===== config.mk =====
export PLATFORM = sky130hd
export DESIGN_NAME = usb_fs_nb_in_ep_ctrl
export DESIGN_NICKNAME = d
export VERILOG_FILES = /design/src/rtl/usb_consts_pkg.sv /design/src/rtl/usb_in_ep_slot.sv /design/src/rtl/usb_fs_nb_in_ep_ctrl.sv
export SDC_FILE = /design/constraint.sdc
export NUM_CORES = 1
export LEC_CHECK = 0
export ABC_AREA = 1
export CAP_MARGIN = 5
export CORE_UTILIZATION = 35
export DETAILED_ROUTE_END_ITERATION = 6
export GPL_TIMING_DRIVEN = 0
export PLACE_DENSITY = 0.54
export SLEW_MARGIN = 40
export SYNTH_ARGS = -nofsm -noshare
export SYNTH_HDL_FRONTEND = slang
export SYNTH_HIERARCHICAL = 1
export SYNTH_SLANG_ARGS = --single-unit

===== constraint.sdc =====
create_clock -name clk_48mhz_i -period 2.3 [get_ports clk_48mhz_i]
set_clock_uncertainty 0.1 [all_clocks]
set_input_delay 0.46 -clock clk_48mhz_i [delete_from_list [all_inputs] [get_ports clk_48mhz_i]]
set_output_delay 0.46 -clock clk_48mhz_i [all_outputs]
set_load 0.005 [all_outputs]

===== src/rtl/usb_consts_pkg.sv =====
// -----------------------------------------------------------------------------
// usb_consts_pkg
// Shared definitions for the full-speed non-blocking IN endpoint controller:
// the per-endpoint state enum, packet buffer geometry and a byte-lane helper.
// -----------------------------------------------------------------------------
package usb_consts_pkg;

    // Lifecycle of one IN endpoint's armed packet.
    typedef enum logic [1:0] {
        StEmpty    = 2'd0,
        StReady    = 2'd1,
        StInFlight = 2'd2
    } ep_state_e;

    // Every packet buffer holds one maximum-size full-speed packet.
    localparam int unsigned BufBytes = 64;
    localparam int unsigned BufWords = 16;

    // Largest byte count software may arm (a full buffer).
    localparam logic [6:0] MaxArmSize = 7'd64;

    // Pick byte lane 'sel' out of a little-endian 32-bit SRAM word.
    function automatic logic [7:0] word_byte(input logic [31:0] word, input logic [1:0] sel);
        logic [7:0] b;
        case (sel)
            2'd0:    b = word[7:0];
            2'd1:    b = word[15:8];
            2'd2:    b = word[23:16];
            2'd3:    b = word[31:24];
            default: b = 8'd0;
        endcase
        return b;
    endfunction

endpackage


===== src/rtl/usb_in_ep_slot.sv =====
// -----------------------------------------------------------------------------
// usb_in_ep_slot
// State for one IN endpoint: Empty/Ready/InFlight FSM, armed buffer index and
// byte size, deferred-cancel flag and the sticky sent/pend status bits.
// All event inputs arrive already decoded for this endpoint.
//
// Ports
//   clk, rst_n            clock, async active-low reset
//   link_reset            USB bus reset: abandon any armed packet (pend)
//   newpkt/xfr_end/rollback  engine events, only when this ep is current
//   cancel                software cancel targeted at this ep
//   cfg_we/cfg_buf/cfg_size  arm request targeted at this ep
//   sent_clr/pend_clr     W1C for the status bits
//   state/buf_idx/size    current FSM state and armed packet descriptor
//   sent/pend             sticky status
//   cfg_reject            combinational: the arm request this cycle is refused
// -----------------------------------------------------------------------------
module usb_in_ep_slot
    import usb_consts_pkg::*;
#(
    parameter int unsigned BufW = 5
) (
    input  logic            clk,
    input  logic            rst_n,
    input  logic            link_reset,
    input  logic            newpkt,
    input  logic            xfr_end,
    input  logic            rollback,
    input  logic            cancel,
    input  logic            cfg_we,
    input  logic [BufW-1:0] cfg_buf,
    input  logic [6:0]      cfg_size,
    input  logic            sent_clr,
    input  logic            pend_clr,
    output ep_state_e       state,
    output logic [BufW-1:0] buf_idx,
    output logic [6:0]      size,
    output logic            sent,
    output logic            pend,
    output logic            cfg_reject
);

    ep_state_e       state_r, state_s;
    logic [BufW-1:0] buf_r, buf_s;
    logic [6:0]      size_r, size_s;
    logic            cpend_r, cpend_s;
    logic            sent_r, pend_r;
    logic            sent_set_s, pend_set_s;

    // Next-state logic: engine event first, then cancel on the resulting state, then arm.
    always_comb begin
        state_s    = state_r;
        buf_s      = buf_r;
        size_s     = size_r;
        cpend_s    = cpend_r;
        sent_set_s = 1'b0;
        pend_set_s = 1'b0;
        cfg_reject = 1'b0;

        if (link_reset) begin
            // Bus reset dominates; software traffic in the same cycle is dropped silently.
            if (state_r != StEmpty) begin
                state_s    = StEmpty;
                pend_set_s = 1'b1;
            end else begin
                state_s    = StEmpty;
            end
            cpend_s = 1'b0;
        end else begin
            case (state_r)
                StReady: begin
                    if (newpkt) begin
                        state_s = StInFlight;
                    end else begin
                        state_s = StReady;
                    end
                end
                StInFlight: begin
                    if (xfr_end) begin
                        // A pending cancel lost the race: the host got the data.
                        state_s    = StEmpty;
                        sent_set_s = 1'b1;
                        cpend_s    = 1'b0;
                    end else if (rollback) begin
                        if (cpend_r) begin
                            state_s    = StEmpty;
                            pend_set_s = 1'b1;
                            cpend_s    = 1'b0;
                        end else begin
                            state_s    = StReady;
                        end
                    end else begin
                        state_s = StInFlight;
                    end
                end
                default: begin
                    state_s = state_r;
                end
            endcase

            case (state_s)
                StReady: begin
                    if (cancel) begin
                        state_s    = StEmpty;
                        pend_set_s = 1'b1;
                    end else begin
                        state_s    = StReady;
                    end
                end
                StInFlight: begin
                    // Cannot pull data the engine is sending; resolve at termination.
                    cpend_s = cpend_s | cancel;
                end
                default: begin
                    cpend_s = cpend_s;
                end
            endcase

            if (cfg_we) begin
                if ((state_r == StEmpty) && (cfg_size <= MaxArmSize)) begin
                    state_s = StReady;
                    buf_s   = cfg_buf;
                    size_s  = cfg_size;
                end else begin
                    cfg_reject = 1'b1;
                end
            end else begin
                cfg_reject = 1'b0;
            end
        end
    end

    // State, descriptor and status registers; status sets win over W1C clears.
    always_ff @(posedge clk or negedge rst_n) begin
        if (!rst_n) begin
            state_r <= StEmpty;
            buf_r   <= {BufW{1'b0}};
            size_r  <= 7'd0;
            cpend_r <= 1'b0;
            sent_r  <= 1'b0;
            pend_r  <= 1'b0;
        end else begin
            state_r <= state_s;
            buf_r   <= buf_s;
            size_r  <= size_s;
            cpend_r <= cpend_s;
            sent_r  <= sent_set_s | (sent_r & ~sent_clr);
            pend_r  <= pend_set_s | (pend_r & ~pend_clr);
        end
    end

    assign state   = state_r;
    assign buf_idx = buf_r;
    assign size    = size_r;
    assign sent    = sent_r;
    assign pend    = pend_r;

endmodule


===== src/rtl/usb_fs_nb_in_ep_ctrl.sv =====
// -----------------------------------------------------------------------------
// usb_fs_nb_in_ep_ctrl
// Non-blocking IN endpoint controller for a full-speed USB device. Software
// arms an endpoint with a buffer and byte count; the IN protocol engine pulls
// the packet byte by byte out of the shared buffer SRAM.
//
// Ports
//   clk_48mhz_i, rst_ni         clock, async active-low reset
//   link_reset_i                USB bus reset
//   cfg_we_i/cfg_ep_i/cfg_buf_i/cfg_size_i   arm an endpoint
//   cfg_cancel_i/cfg_cancel_ep_i             withdraw an armed packet
//   cfg_err_o                   1-cycle pulse after a refused arm request
//   in_ep_*_i                   current endpoint, get address and events
//   in_ep_has_data_o/in_ep_data_done_o       per-endpoint status to engine
//   in_ep_data_o                byte at the (1-cycle delayed) get address
//   mem_req_o/mem_addr_o/mem_rdata_i         buffer SRAM, 1-cycle read latency
//   sent_o/pend_o, sent_clr_i/pend_clr_i     sticky status with W1C
// -----------------------------------------------------------------------------
module usb_fs_nb_in_ep_ctrl
    import usb_consts_pkg::*;
#(
    parameter  int unsigned NumInEps         = 12,
    parameter  int unsigned MaxInPktSizeByte = 64,
    parameter  int unsigned NumBufs          = 32,
    localparam int unsigned PktW             = $clog2(MaxInPktSizeByte),
    localparam int unsigned BufW             = $clog2(NumBufs)
) (
    input  logic                clk_48mhz_i,
    input  logic                rst_ni,
    input  logic                link_reset_i,
    input  logic                cfg_we_i,
    input  logic [3:0]          cfg_ep_i,
    input  logic [BufW-1:0]     cfg_buf_i,
    input  logic [6:0]          cfg_size_i,
    input  logic                cfg_cancel_i,
    input  logic [3:0]          cfg_cancel_ep_i,
    output logic                cfg_err_o,
    input  logic [3:0]          in_ep_current_i,
    input  logic [PktW-1:0]     in_ep_get_addr_i,
    input  logic                in_ep_newpkt_i,
    input  logic                in_ep_xfr_end_i,
    input  logic                in_ep_rollback_i,
    output logic [NumInEps-1:0] in_ep_has_data_o,
    output logic [NumInEps-1:0] in_ep_data_done_o,
    output logic [7:0]          in_ep_data_o,
    output logic                mem_req_o,
    output logic [BufW+3:0]     mem_addr_o,
    input  logic [31:0]         mem_rdata_i,
    output logic [NumInEps-1:0] sent_o,
    output logic [NumInEps-1:0] pend_o,
    input  logic [NumInEps-1:0] sent_clr_i,
    input  logic [NumInEps-1:0] pend_clr_i
);

    ep_state_e           slot_state_s [NumInEps];
    logic [BufW-1:0]     slot_buf_s   [NumInEps];
    logic [6:0]          slot_size_s  [NumInEps];
    logic [NumInEps-1:0] slot_reject_s;
    logic [NumInEps-1:0] cur_hit_s;
    logic                cur_inflight_s;
    logic [BufW-1:0]     cur_buf_s;
    logic [1:0]          get_addr_q_r;
    logic                cfg_err_r;

    // Endpoint numbers beyond NumInEps never match a slot, so they are ignored.
    for (genvar e = 0; e < NumInEps; e++) begin : g_slot
        assign cur_hit_s[e] = (in_ep_current_i == 4'(e));

        usb_in_ep_slot #(
            .BufW (BufW)
        ) u_slot (
            .clk        (clk_48mhz_i),
            .rst_n      (rst_ni),
            .link_reset (link_reset_i),
            .newpkt     (in_ep_newpkt_i & cur_hit_s[e]),
            .xfr_end    (in_ep_xfr_end_i & cur_hit_s[e]),
            .rollback   (in_ep_rollback_i & cur_hit_s[e]),
            .cancel     (cfg_cancel_i & (cfg_cancel_ep_i == 4'(e))),
            .cfg_we     (cfg_we_i & (cfg_ep_i == 4'(e))),
            .cfg_buf    (cfg_buf_i),
            .cfg_size   (cfg_size_i),
            .sent_clr   (sent_clr_i[e]),
            .pend_clr   (pend_clr_i[e]),
            .state      (slot_state_s[e]),
            .buf_idx    (slot_buf_s[e]),
            .size       (slot_size_s[e]),
            .sent       (sent_o[e]),
            .pend       (pend_o[e]),
            .cfg_reject (slot_reject_s[e])
        );

        assign in_ep_has_data_o[e]  = (slot_state_s[e] != StEmpty);
        // Size 64 can never be reached by a 6-bit address: the engine ends at all-ones.
        assign in_ep_data_done_o[e] = cur_hit_s[e] & in_ep_has_data_o[e] &
                                      ({1'b0, in_ep_get_addr_i} >= slot_size_s[e]);
    end

    // One-hot select of the current endpoint's state and buffer (zero if out of range).
    always_comb begin
        cur_inflight_s = 1'b0;
        cur_buf_s      = {BufW{1'b0}};
        for (int e = 0; e < NumInEps; e++) begin
            cur_inflight_s = cur_inflight_s | (cur_hit_s[e] & (slot_state_s[e] == StInFlight));
            cur_buf_s      = cur_buf_s | (slot_buf_s[e] & {BufW{cur_hit_s[e]}});
        end
    end

    // Byte lane of the word the SRAM returns this cycle, plus the arm-error pulse.
    always_ff @(posedge clk_48mhz_i or negedge rst_ni) begin
        if (!rst_ni) begin
            get_addr_q_r <= 2'd0;
            cfg_err_r    <= 1'b0;
        end else begin
            get_addr_q_r <= in_ep_get_addr_i[1:0];
            cfg_err_r    <= |slot_reject_s;
        end
    end

    assign mem_req_o    = cur_inflight_s;
    assign mem_addr_o   = {cur_buf_s, in_ep_get_addr_i[PktW-1:2]};
    assign in_ep_data_o = cur_inflight_s ? word_byte(mem_rdata_i, get_addr_q_r) : 8'd0;
    assign cfg_err_o    = cfg_err_r;

endmodule


==> impl_metrics.json <==
{
  "outcome": "finished with violations",
  "violations": "negative setup slack",
  "slowest_stage": "dfrtp_1",
  "fin_nets": 2539,
  "first_pass_iters": 5,
  "critPathTopFamily": "simple AND/OR/NAND/NOR gates",
  "placedCellCount": 2721,
  "drv_cap": 0,
  "hpwl_mm": 35.7,
  "synth.distinct_cells": 31,
  "wl_per_cell_um": 17.4,
  "grt_max_degree": 65,
  "drc": 0,
  "cts-root-buf": "clkbuf_16",
  "highest_layer": "met4",
  "rows": 73,
  "drt-initial-drc-count": 920,
  "critical_path_buf_inv_count": 4,
  "preCtsSetupSlack_ns": -1.43,
  "r2r-end": "cfg_err_o$_DFF_PN0_",
  "fmax_mhz": 399,
  "finalWirelength_mm": 50.3,
  "ios": 161,
  "synth_top_area_share_pct": 36.0,
  "vias": 14400,
  "hold_path_class": "in -> reg",
  "path_class": "reg -> out",
  "syn-num-nets": 2231,
  "wl_met3_mm": 2.94,
  "r2r_start": "g_slot[1].u_slot/state[0]$_DFF_PN0_",
  "portBuffers": 160,
  "max_stage_delay_ns": 0.38,
  "cp.required_ns": 1.74,
  "finalSetupTns_ns": -2.59,
  "ys_top_cells_by_area": "dfrtp_1, nand2_1, ha_1",
  "first_global_vias": 13800,
  "post_drt_via_cell_ratio": 4.99,
  "cts_made_buffers": 26,
  "grt_overflow": 0,
  "drive_gt1_share_pct": 22.0,
  "mappedNetlistArea_sq_um": 14400,
  "routabilityCongestion": 0.944,
  "postRouteAntennaNets": 0,
  "core_sq_um": 40100,
  "drv_slew": 0,
  "nFillCells": 3939,
  "leakage_nw": 10.0,
  "worst_hold_slack_ns": 0.139,
  "clk_path_buf_depth": 3,
  "start_kind": "flip-flop",
  "yosys_warnings": 6,
  "crit_cells": 10,
  "clkTransAtPathRegs_ns": 0.06,
  "fp.dieW_um": 205,
  "power_density_nw_per_um2": 814,
  "start_util_pct": 35.9,
  "netlist_instances": 2029,
  "cp-endpoint": "in_ep_data_o[4]",
  "die_h_um": 205,
  "max-slew-margin-rel_pct": 44.8,
  "dieArea_sq_um": 41900,
  "final_common_cell": "nand2_1",
  "setup.worst_path.start": "g_slot[2].u_slot/state[1]$_DFF_PN0_",
  "layout_common_cells": "nand2_1, inv_1, nand3_1",
  "timing.final.ws_setup_ns": -0.204,
  "cts_tree": "yes",
  "reg2reg_depth": 8,
  "ys_seq_area_share_pct": 36.0,
  "worstPathCellList": "inv_2, nor2_4, nand3_2, nand2_2, nor2_4, nand3_4, buf_12, nand2_4, inv_2, buf_6",
  "ir_drop_uv": 558,
  "ys_seq_elements": 207,
  "setup_viol": 21,
  "min_path_cells": 2,
  "wl_met1_mm": 23.0,
  "clk_latency_ns": 0.56,
  "post-synth-top-area-cell": "dfrtp_1",
  "wl_met2_mm": 22.9,
  "instances_no_fill": 2881,
  "grt_pass1_wl_mm": 76.4,
  "avgSynthCellArea_sq_um": 7.09,
  "worst_pin_slew_ns": 0.825,
  "cp-end-kind": "output pin",
  "rsz0062_at_grt": "true",
  "area_growth_pct": 35.6,
  "antenna_found_initial": 1,
  "hold_viol": 0,
  "cp_max_fo": 3,
  "clkSinkCount": 207,
  "cts_max_level": 1,
  "period_needed_ns": 2.50,
  "arrival_ns": 1.94,
  "track_usage_pct": 23.6,
  "min_period_over_period_pct": 109,
  "r2r_slack_ns": 0.08
}
## registers in the layout, indices dropped and copies added (netlist names)
| signal | cells |
|---|---|
| g_slot.u_slot/size | 84 |
| g_slot.u_slot/cpend_r | 12 |
| get_addr_q_r | 2 |
| g_slot.u_slot/pend | 12 |
| cfg_err_o | 1 |
| g_slot.u_slot/buf_idx | 60 |
| g_slot.u_slot/sent | 12 |
| g_slot.u_slot/state | 24 |
## layout make-up
class | count | area (sq um) | area share [%]
diodes | 1 | 2.50 | 0.0128
plain buffers | 54 | 474 | 2.43
clock buffers | 35 | 754 | 3.87
clock inverters | 11 | 101 | 0.519
inverters | 322 | 1230 | 6.29
multi-input cells | 1447 | 8520 | 43.6
flip-flops and latches | 207 | 5190 | 26.6
well taps | 525 | 657 | 3.37
repair buffers | 279 | 2590 | 13.3
## where the power goes
group / internal [mW] / leakage [nW] / total, mW / switching [mW]
clock network: 2.41 / 0.432 / 4.11 / 1.70
logic: 3.05 / 6.83 / 6.90 / 3.85
registers: 4.38 / 2.78 / 4.88 / 0.508
total: 9.84 / 10.0 / 15.9 / 6.06
## cell usage after synthesis
library cell / number
nand2_1: 607
inv_1: 318
nand3_1: 229
nor2_1: 217
dfrtp_1: 207
ha_1: 108
a21oi_1: 64
nand4_1: 48
o21ai_0: 40
buf_6: 23
buf_2: 18
nand3b_1: 15
nor2_2: 15
nor4_1: 14
a21o_1: 12
nand3_2: 12
o32ai_1: 12
a21boi_4: 11
nand2_4: 11
o22ai_1: 11
buf_4: 10
a22oi_1: 8
nand2_2: 5
clkbuf_1: 3
and3_1: 2
clkinv_1: 2
inv_2: 2
nor3_1: 2
a21boi_0: 1
a31oi_1: 1
nand3_4: 1
## worst min path at each step
stage / from / to
2_1_floorplan: rst_ni / cfg_err_o$_DFF_PN0_
3_3_place_gp: g_slot[6].u_slot/buf_idx[4]$_DFFE_PN0P_ / g_slot[6].u_slot/buf_idx[4]$_DFFE_PN0P_
3_5_place_dp: rst_ni / g_slot[2].u_slot/cpend_r$_DFF_PN0_
4_1_cts: in_ep_get_addr_i[0] / get_addr_q_r[0]$_DFF_PN0_
5_1_grt: link_reset_i / g_slot[8].u_slot/cpend_r$_DFF_PN0_
6_report: link_reset_i / g_slot[7].u_slot/cpend_r$_DFF_PN0_
## kinds of logic after synthesis
| family | count (synthesis) | share of synthesized area (%) |
|---|---|---|
| DFF | 207 | 36.0 |
| adders and majority gates | 108 | 9.39 |
| and+or+nand+nor | 1178 | 35.8 |
| AOI/OAI and AO/OA | 160 | 7.40 |
| buffers and inverters | 376 | 11.4 |
## stage by stage
step                power, mW  utilization, %  instance area, sq um
finish                   15.9            48.7                 19500
global route             17.0            48.7                 19500
CTS                      15.5            47.2                 18900
detailed placement       10.6            41.8                 16800
global placement         10.4            41.5                 16600
floorplan                8.49               -                 14400
## metal layers
metal  global-route usage, %  vias to the layer above
li1                        -                     7105
met1                    32.7                     6772
met2                    38.2                      437
met3                    2.58                       76
met4                    7.76                        0
met5                       0                        -
## worst reg2reg max path: cells and delay by family, from the launching register on
family          cells  cell delay (ns)
buf+inv             3             0.45
compound gates      1             0.31
fa+ha+maj           1             0.19
simple gates        3             0.63
flops               1             0.42
## what timing repair did
item / 4_1_cts / 5_1_grt
cloned: 2 / 1
setup endpoints to repair: 42 / 33
pin swaps: 75 / 71
gates resized for setup: 322 / 88
hold buffers: 1 / 1
hold endpoints to repair: 66 / 1
buffers inserted: 76 / 32
Note: power is estimated with default switching activity, not from simulation.
